File: src/rtl/sa_pkg.sv
// Shared constants, FSM state type and small helpers for the systolic-array sequencer.
package sa_pkg;

    localparam int SA_ROWS = 25;
    localparam int SA_COLS = 16;
    localparam int SA_AW   = 6;
    localparam int SA_BW   = 8;

    typedef enum logic [2:0] {
        IDLE      = 3'd0,
        WLOAD     = 3'd1,
        WAIT_DATA = 3'd2,
        STREAM    = 3'd3,
        DRAIN     = 3'd4,
        DONE      = 3'd5
    } sa_ctrl_state_t;

    // Saturating increment for the 32-bit stall counters.
    function automatic logic [31:0] sat_inc32(input logic [31:0] v);
        return (v == 32'hFFFF_FFFF) ? v : (v + 32'd1);
    endfunction

endpackage

File: src/rtl/sa_skew_line.sv
// Delay line for accu_valid: tap i is the input delayed i cycles (tap 0 is din itself);
// taps ROWS-1 .. ROWS+COLS-2 are registered once more onto taps_o.
module sa_skew_line
    import sa_pkg::*;
#(
    parameter int ROWS = SA_ROWS,
    parameter int COLS = SA_COLS
) (
    input  logic            clk,
    input  logic            rst_n,
    input  logic            din,
    output logic [COLS-1:0] taps_o
);

    localparam int DEPTH = ROWS + COLS - 1;

    // sr_r[k] holds din delayed k+1 cycles, so tap ROWS-1+c lives at index ROWS-2+c.
    logic [DEPTH-2:0] sr_r;
    logic [COLS-1:0]  taps_r;

    // Shift register, clocked in every state so a drain always empties it.
    always_ff @(posedge clk or negedge rst_n) begin
        if (!rst_n) begin
            sr_r <= {(DEPTH-1){1'b0}};
        end else begin
            sr_r <= {sr_r[DEPTH-3:0], din};
        end
    end

    // Registered column taps: column c sees the beat ROWS+c cycles after acceptance.
    always_ff @(posedge clk or negedge rst_n) begin
        if (!rst_n) begin
            taps_r <= {COLS{1'b0}};
        end else begin
            for (int c = 0; c < COLS; c++) begin
                taps_r[c] <= sr_r[ROWS-2+c];
            end
        end
    end

    assign taps_o = taps_r;

endmodule

File: src/rtl/sa_ctrl.sv
// Sequencer for the ROWSxCOLS systolic array: weight load, data window, skewed accu_valid, drain.
// Optional build macro SA_CTRL_PERF_EN adds saturating weight/data stall counters.
module sa_ctrl
    import sa_pkg::*;
#(
    parameter int ROWS = SA_ROWS,
    parameter int COLS = SA_COLS,
    parameter int AW   = SA_AW,
    parameter int BW   = SA_BW
) (
    input  logic            clk,
    input  logic            rst_n,
    input  logic            start,
    input  logic            nth_conv_i,
    input  logic [BW-1:0]   num_burst_i,
    input  logic            wbuf_valid_i,
    output logic            wbuf_ready_o,
    output logic [COLS-1:0] w_enable_o,
    output logic [AW-1:0]   w_addr_o,
    output logic            data_enable_o,
    input  logic            dvalid_i,
    input  logic            burst_last_i,
    output logic [COLS-1:0] accu_valid_o,
    output logic            busy_o,
    output logic            done_o
`ifdef SA_CTRL_PERF_EN
    ,
    output logic [31:0]     wstall_cnt_o,
    output logic [31:0]     dstall_cnt_o
`endif
);

    localparam int DRAIN_LEN = ROWS + COLS - 1;
    localparam int CW        = (COLS > 1) ? $clog2(COLS) : 1;
    localparam int DCW       = $clog2(DRAIN_LEN);

    sa_ctrl_state_t state_r;
    logic [AW-1:0]  row_r;
    logic [CW-1:0]  col_r;
    logic [BW-1:0]  burst_cnt_r;
    logic [BW-1:0]  num_burst_r;
    logic [DCW-1:0] drain_cnt_r;
    logic           wbuf_ready_r;
    logic           data_enable_r;
    logic           busy_r;
    logic           done_r;

    logic           accept_s;
    logic [COLS-1:0] w_enable_s;

    // Only beats inside the data window enter the skew line.
    always_comb begin
        accept_s = 1'b0;
        if ((state_r == WAIT_DATA) || (state_r == STREAM)) begin
            accept_s = dvalid_i;
        end else begin
            accept_s = 1'b0;
        end
    end

    // Column write strobe follows wbuf_valid_i in the same cycle so a stalled beat never writes.
    always_comb begin
        w_enable_s = {COLS{1'b0}};
        if ((state_r == WLOAD) && wbuf_valid_i) begin
            w_enable_s = {{(COLS-1){1'b0}}, 1'b1} << col_r;
        end else begin
            w_enable_s = {COLS{1'b0}};
        end
    end

    // Main sequencer: state, counters and registered handshake outputs.
    always_ff @(posedge clk or negedge rst_n) begin
        if (!rst_n) begin
            state_r       <= IDLE;
            row_r         <= {AW{1'b0}};
            col_r         <= {CW{1'b0}};
            burst_cnt_r   <= {BW{1'b0}};
            num_burst_r   <= {BW{1'b0}};
            drain_cnt_r   <= {DCW{1'b0}};
            wbuf_ready_r  <= 1'b0;
            data_enable_r <= 1'b0;
            busy_r        <= 1'b0;
            done_r        <= 1'b0;
        end else begin
            done_r <= 1'b0;
            case (state_r)
                IDLE: begin
                    if (start) begin
                        num_burst_r <= (num_burst_i == {BW{1'b0}}) ? BW'(1) : num_burst_i;
                        burst_cnt_r <= {BW{1'b0}};
                        row_r       <= {AW{1'b0}};
                        col_r       <= {CW{1'b0}};
                        busy_r      <= 1'b1;
                        if (!nth_conv_i) begin
                            state_r      <= WLOAD;
                            wbuf_ready_r <= 1'b1;
                        end else begin
                            state_r       <= WAIT_DATA;
                            data_enable_r <= 1'b1;
                        end
                    end
                end
                WLOAD: begin
                    if (wbuf_valid_i) begin
                        if (row_r == AW'(ROWS-1)) begin
                            row_r <= {AW{1'b0}};
                            if (col_r == CW'(COLS-1)) begin
                                col_r         <= {CW{1'b0}};
                                state_r       <= WAIT_DATA;
                                wbuf_ready_r  <= 1'b0;
                                data_enable_r <= 1'b1;
                            end else begin
                                col_r <= col_r + CW'(1);
                            end
                        end else begin
                            row_r <= row_r + AW'(1);
                        end
                    end
                end
                WAIT_DATA, STREAM: begin
                    if (dvalid_i) begin
                        if (burst_last_i) begin
                            burst_cnt_r <= burst_cnt_r + BW'(1);
                            if ((burst_cnt_r + BW'(1)) == num_burst_r) begin
                                state_r       <= DRAIN;
                                data_enable_r <= 1'b0;
                                drain_cnt_r   <= {DCW{1'b0}};
                            end else begin
                                state_r <= STREAM;
                            end
                        end else begin
                            state_r <= STREAM;
                        end
                    end
                end
                DRAIN: begin
                    if (drain_cnt_r == DCW'(DRAIN_LEN-1)) begin
                        state_r <= DONE;
                        done_r  <= 1'b1;
                    end else begin
                        drain_cnt_r <= drain_cnt_r + DCW'(1);
                    end
                end
                DONE: begin
                    state_r <= IDLE;
                    busy_r  <= 1'b0;
                end
                default: begin
                    state_r       <= IDLE;
                    wbuf_ready_r  <= 1'b0;
                    data_enable_r <= 1'b0;
                    busy_r        <= 1'b0;
                end
            endcase
        end
    end

    sa_skew_line #(
        .ROWS (ROWS),
        .COLS (COLS)
    ) u_skew (
        .clk    (clk),
        .rst_n  (rst_n),
        .din    (accept_s),
        .taps_o (accu_valid_o)
    );

`ifdef SA_CTRL_PERF_EN
    logic [31:0] wstall_r;
    logic [31:0] dstall_r;

    // Stall counters, cleared by an accepted start and saturating at all-ones.
    always_ff @(posedge clk or negedge rst_n) begin
        if (!rst_n) begin
            wstall_r <= 32'd0;
            dstall_r <= 32'd0;
        end else if ((state_r == IDLE) && start) begin
            wstall_r <= 32'd0;
            dstall_r <= 32'd0;
        end else begin
            if ((state_r == WLOAD) && !wbuf_valid_i) begin
                wstall_r <= sat_inc32(wstall_r);
            end
            if ((state_r == STREAM) && !dvalid_i) begin
                dstall_r <= sat_inc32(dstall_r);
            end
        end
    end

    assign wstall_cnt_o = wstall_r;
    assign dstall_cnt_o = dstall_r;
`endif

    assign wbuf_ready_o  = wbuf_ready_r;
    assign w_enable_o    = w_enable_s;
    assign w_addr_o      = row_r;
    assign data_enable_o = data_enable_r;
    assign busy_o        = busy_r;
    assign done_o        = done_r;

endmodule

File: config.mk
export PLATFORM = sky130hd
export DESIGN_NAME = sa_ctrl
export DESIGN_NICKNAME = d
export VERILOG_FILES = /design/src/rtl/sa_pkg.sv /design/src/rtl/sa_skew_line.sv /design/src/rtl/sa_ctrl.sv
export SDC_FILE = /design/constraint.sdc
export NUM_CORES = 1
export LEC_CHECK = 0
export ABC_AREA = 1
export BUFFER_PORTS_ARGS = -buffer_cell sky130_fd_sc_hd__buf_2
export CELL_PAD_IN_SITES_DETAIL_PLACEMENT = 0
export CELL_PAD_IN_SITES_GLOBAL_PLACEMENT = 1
export CORE_AREA = 4 4 96 98
export DETAILED_ROUTE_END_ITERATION = 8
export DIE_AREA = 0 0 100 102
export GPL_TIMING_DRIVEN = 0
export PLACE_DENSITY = 0.81
export SLEW_MARGIN = 10
export SYNTH_ARGS = -nofsm -noshare
export SYNTH_HDL_FRONTEND = slang
export SYNTH_SLANG_ARGS = --single-unit
File: constraint.sdc
create_clock -name clk -period 5.99 [get_ports clk]
set_input_delay 1.198 -clock clk [delete_from_list [all_inputs] [get_ports clk]]
set_output_delay 1.198 -clock clk [all_outputs]
set_load 0.005 [all_outputs]
[Word-level counts from Yosys, hierarchy flattened]
Index checks and enable logic that the tools add are counted.
Storage, ports and cells
  register bits after elaboration: 94
  latch bits: 0
  memory bits (writable): 0
  ROM bits: 0
  input port bits: 15
  output and inout bits: 42
  logic and storage cells: 110
  memories kept: 0
Cells by class
  add/sub/neg operators: 4
  multiply operators: 0
  divide/modulo/power cells: 0
  magnitude comparators: 0
  eq/ne operators: 20
  shift operators: 1
  muxes and demuxes: 50
  bitwise operators: 3
  reductions and logical operators: 20
Operator list (count)
  two-way mux 6 bit: 7
  two-way mux 8 bit: 4
  two-way mux 3 bit: 8
  one-hot mux 6 bit (2 select lines): 2
  inequality test 2 bit, second input constant: 9
  two-way mux 1 bit: 17
  two-way mux 16 bit: 1
  two-way mux 4 bit: 4
  one-hot mux 8 bit (2 select lines): 1
  left shift 1 x 4 -> 16 bit, first input constant: 1
  adder 6 x 1 -> 6 bit, second input constant: 2
  one-hot mux 3 bit (4 select lines): 1
  AND reduction 6 bit: 2
  AND reduction 9 bit: 1
  adder 8 x 1 -> 8 bit, second input constant: 1
  == test 8 bit: 1
  logical NOT 8 bit: 1
  one-hot mux 4 bit (2 select lines): 1
  AND reduction 4 bit: 2
  OR reduction 4 bit: 2
  == test 3 x 2 -> 1 bit, second input constant: 2
  == test 3 bit, second input constant: 2
  == test 6 x 5 -> 1 bit, second input constant: 1
  == test 6 bit, second input constant: 1
  17 further kinds: 24

[Logic depth before layout (Yosys ltp)]
  word-level depth: 6
  depth in mapped cells: 15
  depth with buffers taken out: 14

[Hierarchy]
Synthesis repeated with hierarchy kept, for this count alone.
Second synthesis, totals
  cell total of the unflattened synthesis: 387
  area total of the unflattened synthesis: 3572.2 µm²
Modules (own cells, without submodules)
  sa_ctrl: times used 1, cells each 332, area an instance 2458.6 µm², sequential area each 975.9 µm²
  sa_skew_line: times used 1, cells each 55, area an instance 1113.6 µm², sequential area each 1001.0 µm²

[Worst setup path before layout]
Ideal clock, no wire load.
  path type: input -> output
  from: in wbuf_valid_i
  to: out w_enable_o[9]
  arrival time: 1.634 ns
  data required time: 4.792 ns
  path slack: 3.158 ns
  stages on the path: 4
  path buffers: 0
  path through: nand2_4 inv_1 nand2_1 nor3_1
On the way
  word-level cells in the longest chain between the ends: 2
RTL lines
  start: declaration: RTL line sa_ctrl.sv:16  | input logic wbuf_valid_i,
  logical AND 1 bit: RTL line sa_ctrl.sv:64  | if ((state_r == WLOAD) && wbuf_valid_i) begin
  two-way mux 16 bit: RTL line sa_ctrl.sv:64
  end: declaration: RTL line sa_ctrl.sv:18  | output logic [COLS-1:0] w_enable_o,
No other way between the ends.

[Worst setup path in the final report]
  from: reg state_r[2]
  to: out w_enable_o[1]
On the way
  word-level cells in the longest chain between the ends: 3
RTL lines
  start: declaration: RTL line sa_ctrl.sv:37  | sa_ctrl_state_t state_r;
  start signal: assignment: RTL line sa_ctrl.sv:74  | state_r <= IDLE;
  start signal: assignment: RTL line sa_ctrl.sv:95  | state_r <= WLOAD;
  start signal: assignment: RTL line sa_ctrl.sv:98  | state_r <= WAIT_DATA;
  == test 3 x 1 -> 1 bit: RTL line sa_ctrl.sv:64
  logical AND 1 bit: RTL line sa_ctrl.sv:64
  two-way mux 16 bit: RTL line sa_ctrl.sv:64
No other way between the ends.

==> impl_metrics.py <==
metrics = {
    "status": {
        "status": "finished, final reports clean",
    },
    "place": {
        "dp_hpwl_microns": 5130,
        "gp_congestion": 0.787,
        "place_ws_ps": 2820,
        "port_buffers": 56,
    },
    "pwr": {
        "leakagePower_nw": 2.26,
        "cellPowerDensity_mw_per_mm2": 394,
        "vdd_ir_drop_max_uv": 185,
    },
    "run": {
        "max_cap_viol_count": 0,
    },
    "layout": {
        "antenna_cells": 0,
        "fill_cells": 812,
        "drive_gt1_share_pct": 28.3,
        "final_nets": 497,
        "syn_to_final_growth_pct": 17.6,
    },
    "clock_network": {
        "clkLatencyLatePin_ps": 340,
        "cts_tree": "built",
        "clk_path_buf_depth": 2,
        "numCtsBuffers": 9,
        "post_cts_resized": 0,
        "cts.sinks": 79,
        "htree_levels": 3,
        "cts_hold_buf": 0,
        "cts-root-buf": "clkbuf_8",
        "path_clk_slew_ps": 90,
        "cts_setup_buffers": 0,
    },
    "synth": {
        "syn_area_per_cell_sq_um": 9.25,
        "synth_warnings": 0,
        "synth_top_area_share_pct": 53.3,
        "synth_nets": 429,
        "synthDistinctLibCells": 37,
        "synth.ff_latch_count": 79,
        "ys.flop_type": "dfrtp_1",
        "synth_edf_count": 0,
        "synth_most_common_cell": "nand2_1",
        "yosysTopAreaCell": "dfrtp_1",
        "synthArstFlopShare_pct": 100,
        "yosysSeqAreaShare_pct": 53.3,
        "syn_area_sq_mm": 0.00371,
        "synth_area_leaders": "dfrtp_1 53%, nand2_1 9.1%, ha_1 4.4%",
        "yosys-top-cells-count": "90 x nand2_1, 79 x dfrtp_1, 38 x inv_1, 38 x nor2_1, 30 x nand3_1",
        "syn_inst": 401,
    },
    "detailed_routing": {
        "first_pass_iters": 4,
        "vias": 2729,
        "drc": 0,
        "drt-wirelength-per-cell_microns": 11.9,
        "avgViaCountPerCell": 4.69,
        "detail-route-antenna-nets": 0,
        "wirelength_microns": 6950,
        "drt-initial-drc-count": 124,
    },
    "global_routing": {
        "grt_pass1_wl_microns": 12000,
        "grt_pass1_vias": 2585,
        "grt_max_degree": 56,
        "antenna_found_initial": 0,
        "grt.overflow.total": 0,
        "grt_util_all_layers_pct": 14.7,
    },
    "min_path": {
        "hp-class": "flop to flop",
    },
    "die": {
        "fp.dieH_microns": 102,
        "num_io_pins": 57,
        "fp.dieW_microns": 100,
        "fp-row-count": 34,
        "dieArea_sq_mm": 0.0102,
        "start_util_pct": 43.8,
        "core-area_sq_mm": 0.00847,
    },
    "worst_setup_path": {
        "cp-end-kind": "output port",
        "start_kind": "flop",
        "worstPathArrival_ps": 2010,
        "path_max_fanout": 8,
        "crit_type": "flop to output port",
        "crit_required_ps": 4790,
    },
    "sta": {
        "worst_pin_slew_ps": 459,
        "tns_ps": 0,
        "setup_viol": 0,
        "hold_violations": 0,
        "relSlewSlack_pct": 69.1,
        "achievable-frequency_ghz": 0.312,
        "fin_crit_ps": 3210,
        "slew_viol_final": 0,
        "period_share_pct": 53.5,
        "clock_skew_ps": 6.35,
        "worst_slack_ps": 2780,
        "rsz0062_at_grt": "no",
    },
}
==> cells in the final DEF (no fill, tap or decap), types with 5 or more instances in the layout <==
cell and instances:
nor2_2 5, nand2_1 90, nor2_1 38, a21oi_1 12
nor3_1 10, o21ai_2 9, buf_4 16, inv_2 10
buf_2 55, nand2_2 5, nand3_1 30, inv_1 38
dfrtp_1 79, clkbuf_8 9, ha_1 13, o21ai_0 14
==> stage by stage <==
| stage | hold WS, ps | std cells | cell area [sq um] | utilization, % | power, mW |
|---|---|---|---|---|---|
| 2_1_floorplan | 331 | 401 | 3710 | - | 1.15 |
| 3_3_place_gp | 332 | 565 | 4130 | 48.7 | 1.31 |
| 3_5_place_dp | 335 | 566 | 4160 | 49.1 | 1.32 |
| 4_1_cts | 355 | 582 | 4370 | 51.6 | 1.75 |
| 5_1_grt | 353 | 582 | 4370 | 51.6 | 1.86 |
| 6_report | 350 | 582 | 4370 | 51.6 | 1.72 |
==> logic make-up after synthesis <==
group / count (synthesis) / share of synthesized area, %
AO/OA/AOI/OAI: 42 / 7.45
XOR/XNOR: 1 / 0.236
adder cells (fa/ha/maj): 13 / 4.38
buffers and inverters: 68 / 8.80
flip-flops: 79 / 53.3
multiplexers: 2 / 0.607
AND/OR/NAND/NOR: 196 / 25.3
==> worst paths after layout <==
path                            startpoint         endpoint  slack, ps  depth (start not counted)
min reg2reg                u_skew.sr_r[19]  u_skew.sr_r[20]        350                          0
max                             state_r[2]    w_enable_o[1]       2780                          6
min                        u_skew.sr_r[19]  u_skew.sr_r[20]        350                          0
min in group asynchronous            rst_n  u_skew.sr_r[26]        750                          1
max reg2reg                     state_r[2]   burst_cnt_r[2]       3760                          9
max in group asynchronous            rst_n   burst_cnt_r[2]       4660                          2
==> flip-flops by register name (all words and copies together) (netlist names), 2 cells and up <==
name,count
burst_cnt_r,8
drain_cnt_r,6
num_burst_r,8
u_skew.sr_r,38
w_addr_o,6
u_skew.taps_o,2
state_r,3
col_r,4
==> worst max-delay path: stages (launching register included) <==
cell and delay, ps:
dfrtp_1 510, nor3_4 460, nand2_4 100, inv_1 100
nand2_1 180, nor3_1 180, buf_2 140
==> where the power goes <==
part / switching, mW / internal [mW]
Combinational: 0.336 / 0.225
Clock: 0.216 / 0.201
Sequential: 0.0789 / 0.662
Total: 0.631 / 1.09
==> routing by layer <==
layer	share of wire, %	vias to the layer above	global-route usage (%)
li1	-	1396	-
met1	48	1268	20.4
met2	46	58	23.2
met3	4.9	7	3.75
met4	0.85	0	3.94
met5	0	-	0
==> layout make-up <==
type	count	area, sq um	area share, %
well taps	108	135	3.10
repair buffers	57	310	7.11
multi-input cells	254	1410	32.2
flip-flops and latches	79	1980	45.3
clock buffers	9	124	2.84
plain buffers	19	143	3.27
inverters	49	184	4.21
clock inverters	7	85.1	1.95
(Power assumes the default switching activity.)
